**config.mk**
```make
export PLATFORM = sky130hd
export DESIGN_NAME = comp_serial
export DESIGN_NICKNAME = d
export VERILOG_FILES = /design/src/rtl/comp_serial.sv
export SDC_FILE = /design/constraint.sdc
export NUM_CORES = 1
export LEC_CHECK = 0
export BUFFER_PORTS_ARGS = -buffer_cell sky130_fd_sc_hd__clkbuf_2
export CAP_MARGIN = 20
export CORE_UTILIZATION = 35
export CTS_CLUSTER_SIZE = 28
export DETAILED_ROUTE_END_ITERATION = 10
export GPL_TIMING_DRIVEN = 0
export HOLD_SLACK_MARGIN = 0.08
export PLACE_DENSITY = 0.54
export SLEW_MARGIN = 20
export SYNTH_ARGS = -nofsm -noshare
export SYNTH_HDL_FRONTEND = slang
export SYNTH_SLANG_ARGS = --single-unit
```
**constraint.sdc**
```tcl
create_clock -name clock -period 7.9 [get_ports clock]
set_input_delay 1.58 -clock clock [delete_from_list [all_inputs] [get_ports clock]]
set_output_delay 1.58 -clock clock [all_outputs]
set_load 0.1 [all_outputs]
```
**src/rtl/comp_serial.sv**
```systemverilog
// rtl/comp_serial.sv - serial magnitude comparator, one 2-bit digit per cycle
//
// Compares two WIDTH-bit operands MSB digit first, leaving early on the first
// differing digit. Results are registered and held until the next done.
//
// Build option: define COMP_SERIAL_SIGNED_EN for a two's complement compare
// (sign bit of both latched operands inverted); default is unsigned.
//
// Ports:
//   clock    in   rising-edge clock
//   reset_n  in   asynchronous active-low reset
//   start    in   compare request, accepted only in IDLE
//   a, b     in   operands, latched when start is accepted
//   busy     out  comparison in progress (RUN or DONE)
//   done     out  one-cycle pulse, eq/gt/lt valid
//   eq/gt/lt out  registered result; exactly one high after the first done

module comp_serial #(
   parameter int WIDTH = 32
) (
   input  logic             clock,
   input  logic             reset_n,
   input  logic             start,
   input  logic [WIDTH-1:0] a,
   input  logic [WIDTH-1:0] b,
   output logic             busy,
   output logic             done,
   output logic             eq,
   output logic             gt,
   output logic             lt
);

   localparam int DIGITS = WIDTH / 2;
   localparam int IW     = (DIGITS > 1) ? $clog2(DIGITS) : 1;
   localparam logic [IW-1:0] LAST_IDX = IW'(DIGITS - 1);

   typedef enum logic [1:0] {
      IDLE = 2'd0,
      RUN  = 2'd1,
      DONE = 2'd2
   } state_t;

   state_t           r_state;
   state_t           w_state_nxt;
   logic [WIDTH-1:0] r_a;
   logic [WIDTH-1:0] r_b;
   logic [IW-1:0]    r_idx;
   logic             r_eq_s;
   logic             r_gt_s;
   logic             r_eq;
   logic             r_gt;
   logic             r_lt;
   logic [WIDTH-1:0] w_a_in;
   logic [WIDTH-1:0] w_b_in;
   logic [1:0]       w_dig_a;
   logic [1:0]       w_dig_b;
   logic             w_eq_nxt;
   logic             w_gt_nxt;
   logic             w_accept;

`ifdef COMP_SERIAL_SIGNED_EN
   // Flipping the sign bit maps two's complement order onto unsigned order,
   // so the digit cascade itself is unchanged.
   localparam logic [WIDTH-1:0] SIGN_MASK = {1'b1, {(WIDTH-1){1'b0}}};
   assign w_a_in = a ^ SIGN_MASK;
   assign w_b_in = b ^ SIGN_MASK;
`else
   assign w_a_in = a;
   assign w_b_in = b;
`endif

   assign w_dig_a  = 2'(r_a >> {r_idx, 1'b0});
   assign w_dig_b  = 2'(r_b >> {r_idx, 1'b0});
   assign w_eq_nxt = r_eq_s & (w_dig_a == w_dig_b);
   assign w_gt_nxt = r_gt_s | (r_eq_s & (w_dig_a > w_dig_b));
   assign w_accept = (r_state == IDLE) & start;

   always_ff @(posedge clock or negedge reset_n) begin
      if (!reset_n) r_state <= IDLE;
      else          r_state <= w_state_nxt;
   end

   always_comb begin
      w_state_nxt = r_state;
      case (r_state)
         IDLE: if (start) w_state_nxt = RUN;
         // A mismatch settles the result, so there is no point scanning on.
         RUN:  if (!w_eq_nxt || (r_idx == '0)) w_state_nxt = DONE;
         DONE: w_state_nxt = IDLE;
         default: w_state_nxt = IDLE;
      endcase
   end

   always_ff @(posedge clock or negedge reset_n) begin
      if (!reset_n) begin
         r_a    <= '0;
         r_b    <= '0;
         r_idx  <= '0;
         r_eq_s <= 1'b0;
         r_gt_s <= 1'b0;
         r_eq   <= 1'b0;
         r_gt   <= 1'b0;
         r_lt   <= 1'b0;
      end else if (w_accept) begin
         r_a    <= w_a_in;
         r_b    <= w_b_in;
         r_eq_s <= 1'b1;
         r_gt_s <= 1'b0;
         r_idx  <= LAST_IDX;
      end else if (r_state == RUN) begin
         r_eq_s <= w_eq_nxt;
         r_gt_s <= w_gt_nxt;
         if (w_state_nxt == RUN) begin
            r_idx <= r_idx - IW'(1);
         end else begin
            r_eq <= w_eq_nxt;
            r_gt <= w_gt_nxt;
            r_lt <= ~w_eq_nxt & ~w_gt_nxt;
         end
      end
   end

   assign busy = (r_state == RUN) | (r_state == DONE);
   assign done = (r_state == DONE);
   assign eq   = r_eq;
   assign gt   = r_gt;
   assign lt   = r_lt;

endmodule

```
==> results.cfg, run 1 <==
[pwr]
clkPwrFrac = 0.181
power.share.switching = 0.3413
power_leakage_nw = 2.039
powerDensity_nw_per_um2 = 387.9
finalPower_mw = 1.682
switchingPower_mw = 0.5742
ir_drop_v = 0.0002206
p_int_mw = 1.108
combPwrFrac = 0.429
p_seq_frac = 0.390

[placed_design]
hpwl_um = 5260
numPortBuffers = 71
place_congestion = 0.7114
dpl.cell_count = 443

[sta]
max_freq_mhz = 317.1
rsz0062_at_grt = false
clock_skew_ns = 0.01050
whs_ns = 0.4996
slew_viol_final = 0
setup-tns-final_ns = 0
setup_viol = 0
final-hold-violation-count = 0
min_period_over_period = 0.3991
post-route-min-period_ns = 3.153
relSlewSlack = 0.6434
tightestPinTransition_ns = 0.5372

[layout]
utilization = 0.4396
multi_input_area_um2 = 1595
antenna_cells = 0
drive_above_1_share = 0.5354
fin_cells = 458
seqCellArea_um2 = 1877
fill_cells = 930
nNetsFinal = 394
final_common_cell = dfrtp_1
layout_common_cells = dfrtp_1 (75), clkbuf_2 (70), mux2_2 (66)
syn_to_final_growth_pct = 20.72

[logic_synthesis]
yosysSeqAreaShare = 0.5225
synth-edff-count = 0
syn-num-nets = 311
synthTopCellsByArea = dfrtp_1 (52%), mux2_2 (21%), mux4_1 (9.5%)
ys.flop_type = dfrtp_1
synthDistinctLibCells = 35
async_flop_share = 1.000
syn_avg_cell_area_um2 = 15.09
synth_top_cell_by_area = dfrtp_1
synth-seq-cells = 75
synth_top_area_frac = 0.5225
netlist_area_um2 = 3592
yosys_warnings = 0
synthCells = 238

[cts]
path_clk_slew_ns = 0.08
cts_made_buffers = 9
clock_latency_ns = 0.35
cts_hold_buffers = 0
cts_tree = yes
cts.sinks = 75
clockBufferDepth = 2
ctsResizeCount = 0
clock-root-buffer = clkbuf_8
cts_htree_levels = 3
post_cts_buffers = 0

[global_routing]
grt_overflow = 0
grt_start_max_net_pins = 41
grt_use_met3 = 0.03831
globalRouteMet1Util = 0.2030
busiest_layer = met2
grt_pass1_wl_um = 11990
met2_usage = 0.2523
track_usage = 0.1566
antenna_found_initial = 0
grt_pass1_vias = 2302

[drt]
wl_um = 7318
firstDrtPassIters = 4
wire_per_inst_um = 15.98
ant_nets = 0
drt_iter0_markers = 63
via_per_inst = 4.788
vias = 2193
drc = 0

[floorplanning]
dieArea_um2 = 10670
die_w_um = 103.3
die_h_um = 103.3
core_um2 = 9864
num_rows = 36
io_pins = 72
start_util = 0.3642

[min_path]
holdPathEnd = r_a[8]
hp-start = r_a[8]
hold_path_class = flip-flop to flip-flop
hold_depth = 1

[critical_path]
path_class = flip-flop to output port
crit_path_end_kind = output port
worst_ep_arrival_time_ns = 1.57
cp-start-kind = flip-flop
timing.rr.start = r_idx[1]
cp-startpoint = r_state[0]
worstPathMaxFanout = 4
rr_worst_depth = 10
r2r_setup_slack_ns = 4.85
cp.required_ns = 6.32
rr_endpoint = r_idx[1]

[run_status]
status = complete, no violations

[run]
cap_viol_max_count = 0
## sequential cells by signal, summed over array words and instances, names as in the netlist
name,count
r_state,2
r_eq_s,1
r_idx,4
gt,1
r_a,32
r_gt_s,1
r_b,32
eq,1
lt,1
## routing by layer
metal	wire length, µm	part of all wire
met2	3569	0.49
met1	3367	0.46
met4	122	0.017
met5	0	0
met3	258	0.035
## layout make-up
type,instances,share of cell area
clock buffer,11,0.03491
inverter,7,0.006059
timing repair buffer,72,0.08713
buffer,13,0.02164
clock inverter,4,0.01125
multi-input combinational,143,0.3679
sequential,75,0.4328
tap,133,0.03837
## cells in the mapped netlist, types with 2 or more instances
| cell | count |
|---|---|
| a21oi_1 | 4 |
| a22oi_1 | 4 |
| and3_1 | 2 |
| buf_2 | 8 |
| buf_6 | 2 |
| dfrtp_1 | 75 |
| ha_1 | 6 |
| inv_1 | 7 |
| mux2_2 | 66 |
| mux4_1 | 13 |
| mux4_2 | 3 |
| nand2_1 | 14 |
| nand2b_1 | 3 |
| nand3_1 | 7 |
| nor2b_1 | 3 |
| xnor2_1 | 2 |
## worst max-delay path, stage by stage, from the launching register on
cell and delay [ns]:
dfrtp_1 0.40, inv_1 0.09, ha_1 0.28, clkbuf_2 0.45
## power by group through the flow
stage	clock, mW	sequential (mW)	combinational, mW
after CTS	0.315	0.658	0.735
after global placement	0	0.657	0.721
final	0.304	0.656	0.722
after detailed placement	0	0.665	0.730
after floorplan	0	0.680	0.561
after global routing	0.330	0.683	0.793
## stage by stage
step                      setup WS (ns)  area [µm²]
after CTS                         4.722        4337
after detailed placement          4.772        4136
after global routing              4.582        4337
final                             4.747        4337
after floorplan                   5.047        3592
after global placement            4.481        4114
## worst max path at each step
stage	slack [ns]	to	cells past startpoint
floorplan	5.05	busy	2
global placement	4.48	r_a[10]	1
detailed placement	4.77	r_idx[1]	10
CTS	4.72	busy	3
global route	4.58	lt	10
finish	4.75	busy	3
## kinds of logic (layout without fill, tap and decap cells)
kind of cell,Yosys count,in the layout,share of synthesized area
muxes,84,84,0.3267
xor gates and xnor gates,2,2,0.004877
DFF,75,75,0.5225
AOI/OAI and AO/OA,17,17,0.04041
buffers and inverters,20,107,0.03344
adders and majority gates,6,6,0.02090
and+or+nand+nor,34,34,0.05120
No activity file was read; power rests on OpenSTA's default activity.
==> inputs of run 2 (changes only) <==
--- a/config.mk
+++ b/config.mk
@@ -5,6 +5,7 @@
 export SDC_FILE = /design/constraint.sdc
 export NUM_CORES = 1
 export LEC_CHECK = 0
+export ABC_AREA = 1
 export BUFFER_PORTS_ARGS = -buffer_cell sky130_fd_sc_hd__clkbuf_2
 export CAP_MARGIN = 20
 export CORE_UTILIZATION = 35
@@ -12,7 +13,7 @@
 export DETAILED_ROUTE_END_ITERATION = 10
 export GPL_TIMING_DRIVEN = 0
 export HOLD_SLACK_MARGIN = 0.08
-export PLACE_DENSITY = 0.54
+export PLACE_DENSITY = 0.56
 export SLEW_MARGIN = 20
 export SYNTH_ARGS = -nofsm -noshare
 export SYNTH_HDL_FRONTEND = slang
==> constraint.sdc (replaced) <==
create_clock -name clock -period 2.8 [get_ports clock]
set_input_delay 0.56 -clock clock [delete_from_list [all_inputs] [get_ports clock]]
set_output_delay 0.56 -clock clock [all_outputs]
set_load 0.1 [all_outputs]
==> run 2 against run 1 <==
Cell count is 48% higher. Wire length is 37% higher. Non-clock buffer count is 14 higher. Global-route usage is 4.2 points higher. Largest power group unchanged. Combinational power grew to 3.5 times the previous value. Highest routed layer unchanged.
==> results.cfg, run 2 <==
[run_status]
status = complete, no violations

[logic_synthesis]
yosys_warnings = 0
syn-num-nets = 529
synth_top_area_frac = 0.5000
synth-edff-count = 0
synth-adder-area-share = 0.02000
synth-simple-area-share = 0.2707
synthCells = 456
synth_common_cells = nand2_1 (181), dfrtp_1 (75), nor2_1 (24), o21ai_0 (24)
synth-seq-cells = 75
netlist_area_um2 = 3754
syn_avg_cell_area_um2 = 8.232
async_flop_share = 1.000
synth_top_family_by_area = simple AND/OR/NAND/NOR gates
synthTopCellsByArea = dfrtp_1 (50%), nand2_1 (18%), o21ai_0 (3.2%)
yosysSeqAreaShare = 0.5000
synthDistinctLibCells = 30
ys.flop_type = dfrtp_1
synth_top_cell_by_area = dfrtp_1
synth_xor_area_frac = 0.004667
synth_most_common_cell = nand2_1
synthMuxAreaShare = 0
synth-compound-area-share = 0.1277

[sta]
post-route-min-period_ns = 2.551
clock_skew_ns = 0.003261
relSlewSlack = 0.6418
rsz0062_at_grt = false
setup-tns-final_ns = 0
slew_viol_final = 0
whs_ns = 0.1794
setup_ws_ns = 0.2494
max_freq_mhz = 392.1
final-hold-violation-count = 0
tightestPinTransition_ns = 0.5396
setup_viol = 0
min_period_over_period = 0.9109

[floorplanning]
core_um2 = 10370
num_rows = 37
die_h_um = 105.6
die_w_um = 105.6
io_pins = 72
dieArea_um2 = 11140
start_util = 0.3620

[cts]
post_cts_buffers = 0
cts_hold_buffers = 0
cts_htree_levels = 3
clock-root-buffer = clkbuf_8
cts_made_buffers = 9
ctsResizeCount = 0
clockBufferDepth = 2
cts_tree = yes
clock_latency_ns = 0.35
path_clk_slew_ns = 0.08
cts.sinks = 75

[critical_path]
crit_path_end_kind = flip-flop
path_cells = buf_6 -> inv_4 -> buf_4 -> nor2_1 -> o211ai_1 -> nand3_1 -> nand2_1 -> inv_1 -> ha_1 -> nand2_1 -> nor2_4 -> nand2_2 -> nand2_2 -> nand2_4 -> inv_6 -> nand3_2 -> nand2_1 -> nand3_1
worstPathMaxFanout = 10
critical_path.top_delay_family = simple AND/OR/NAND/NOR gates
cp-start-kind = flip-flop
cp.depth = 18
crit_buf_inv = 5
cp.required_ns = 3.03
crit_path_frequent_cell = nand2_1
rr_worst_depth = 18
path_class = flip-flop to flip-flop
critPathMaxStageDelay_ns = 0.38
worst_ep_arrival_time_ns = 2.78
cpMaxStageDelayCell = dfrtp_1

[layout]
syn_to_final_growth_pct = 20.33
fin_cells = 679
nNetsFinal = 612
antenna_cells = 0
final_common_cell = nand2_1
utilization = 0.4356
design_area_um2 = 4517
layout_common_cells = nand2_1 (181), dfrtp_1 (75), clkbuf_2 (70)
drive_above_1_share = 0.2505
reg_top3 = r_a x32, r_b x32, r_idx x4

[placed_design]
dpl.cell_count = 664
place_congestion = 0.8049
dpl_cell_area_um2 = 4302
hpwl_um = 7077
place_ws_ns = 0.2864
numPortBuffers = 71

[drt]
via_per_inst = 4.750
ant_nets = 0
wl_um = 10040
vias = 3225
drt_iter0_markers = 166
drc = 0
wire_per_inst_um = 14.79
firstDrtPassIters = 4

[run]
cap_viol_max_count = 0

[pwr]
power_leakage_nw = 2.369
finalPower_mw = 5.308
powerDensity_nw_per_um2 = 1175
ir_drop_v = 0.0005133

[global_routing]
grt_start_max_net_pins = 43
grt_pass1_wl_um = 17060
grt_pass1_vias = 3396
antenna_found_initial = 0
track_usage = 0.1983
grt_overflow = 0

[min_path]
hold_path_class = input pin to async pin
## run 2: cell count changes in the layout (fill, tap and decap cells not counted), sizes merged, moves of 4 or more
cell / change
nand3: +6
mux2: -67
a21oi: +9
a22oi: -4
inv: +19
buf: +10
mux4: -16
o211ai: +13
o21ai: +49
nand2: +179
nor2: +25
## run 2: layer usage
| layer | GRT usage | vias up | share of wire |
|---|---|---|---|
| met5 | 0 | - | 0 |
| met1 | 0.2682 | 1499 | 0.46 |
| met4 | 0.05357 | 0 | 0.013 |
| li1 | - | 1623 | - |
| met2 | 0.3280 | 92 | 0.47 |
| met3 | 0.03401 | 11 | 0.055 |
## run 2: worst reg2reg max path, stage by stage, from the launching register on
cell      delay, ns
dfrtp_1        0.38
buf_6          0.15
inv_4          0.09
buf_4          0.19
nor2_1         0.06
o211ai_1       0.22
nand3_1        0.10
nand2_1        0.06
inv_1          0.04
ha_1           0.29
nand2_1        0.15
nor2_4         0.15
nand2_2        0.06
nand2_2        0.07
nand2_4        0.06
inv_6          0.08
nand3_2        0.13
nand2_1        0.09
nand3_1        0.06
## run 2: layout make-up
class / count / area, µm²
Fill cell: 1118 / 5853
Sequential cell: 75 / 1877
Multi-Input combinational cell: 327 / 1588
Timing Repair Buffer: 72 / 377.9
Buffer: 27 / 177.7
Tap cell: 136 / 170.2
Clock buffer: 10 / 137.6
Inverter: 27 / 111.4
Clock inverter: 5 / 77.57
## run 2: logic make-up (layout without fill, tap and decap cells)
family	count (synthesis)	after routing
buf+inv	54	141
fa+ha+maj	6	6
compound gates	82	82
xor+xnor	2	2
flops	75	75
simple gates	237	237
## run 2: power by group
part           total, mW  leakage [nW]  internal [mW]  switching, mW
sequential          1.86         0.921           1.58          0.282
clock              0.923         0.108          0.518          0.405
combinational       2.52          1.34          0.829           1.69
## run 2: worst paths after layout
| path | slack [ns] | end | start |
|---|---|---|---|
| worst min register to register | 0.48 | r_a[20] | r_a[20] |
| min in group clock | 0.40 | r_b[8] | b[8] |
| worst max register to register | 0.25 | r_idx[0] | r_idx[0] |
| worst min-delay path | 0.18 | r_a[21] | reset_n |
| max in group asynchronous | 2.03 | r_idx[0] | reset_n |
| worst max-delay path | 0.25 | r_idx[0] | r_idx[0] |
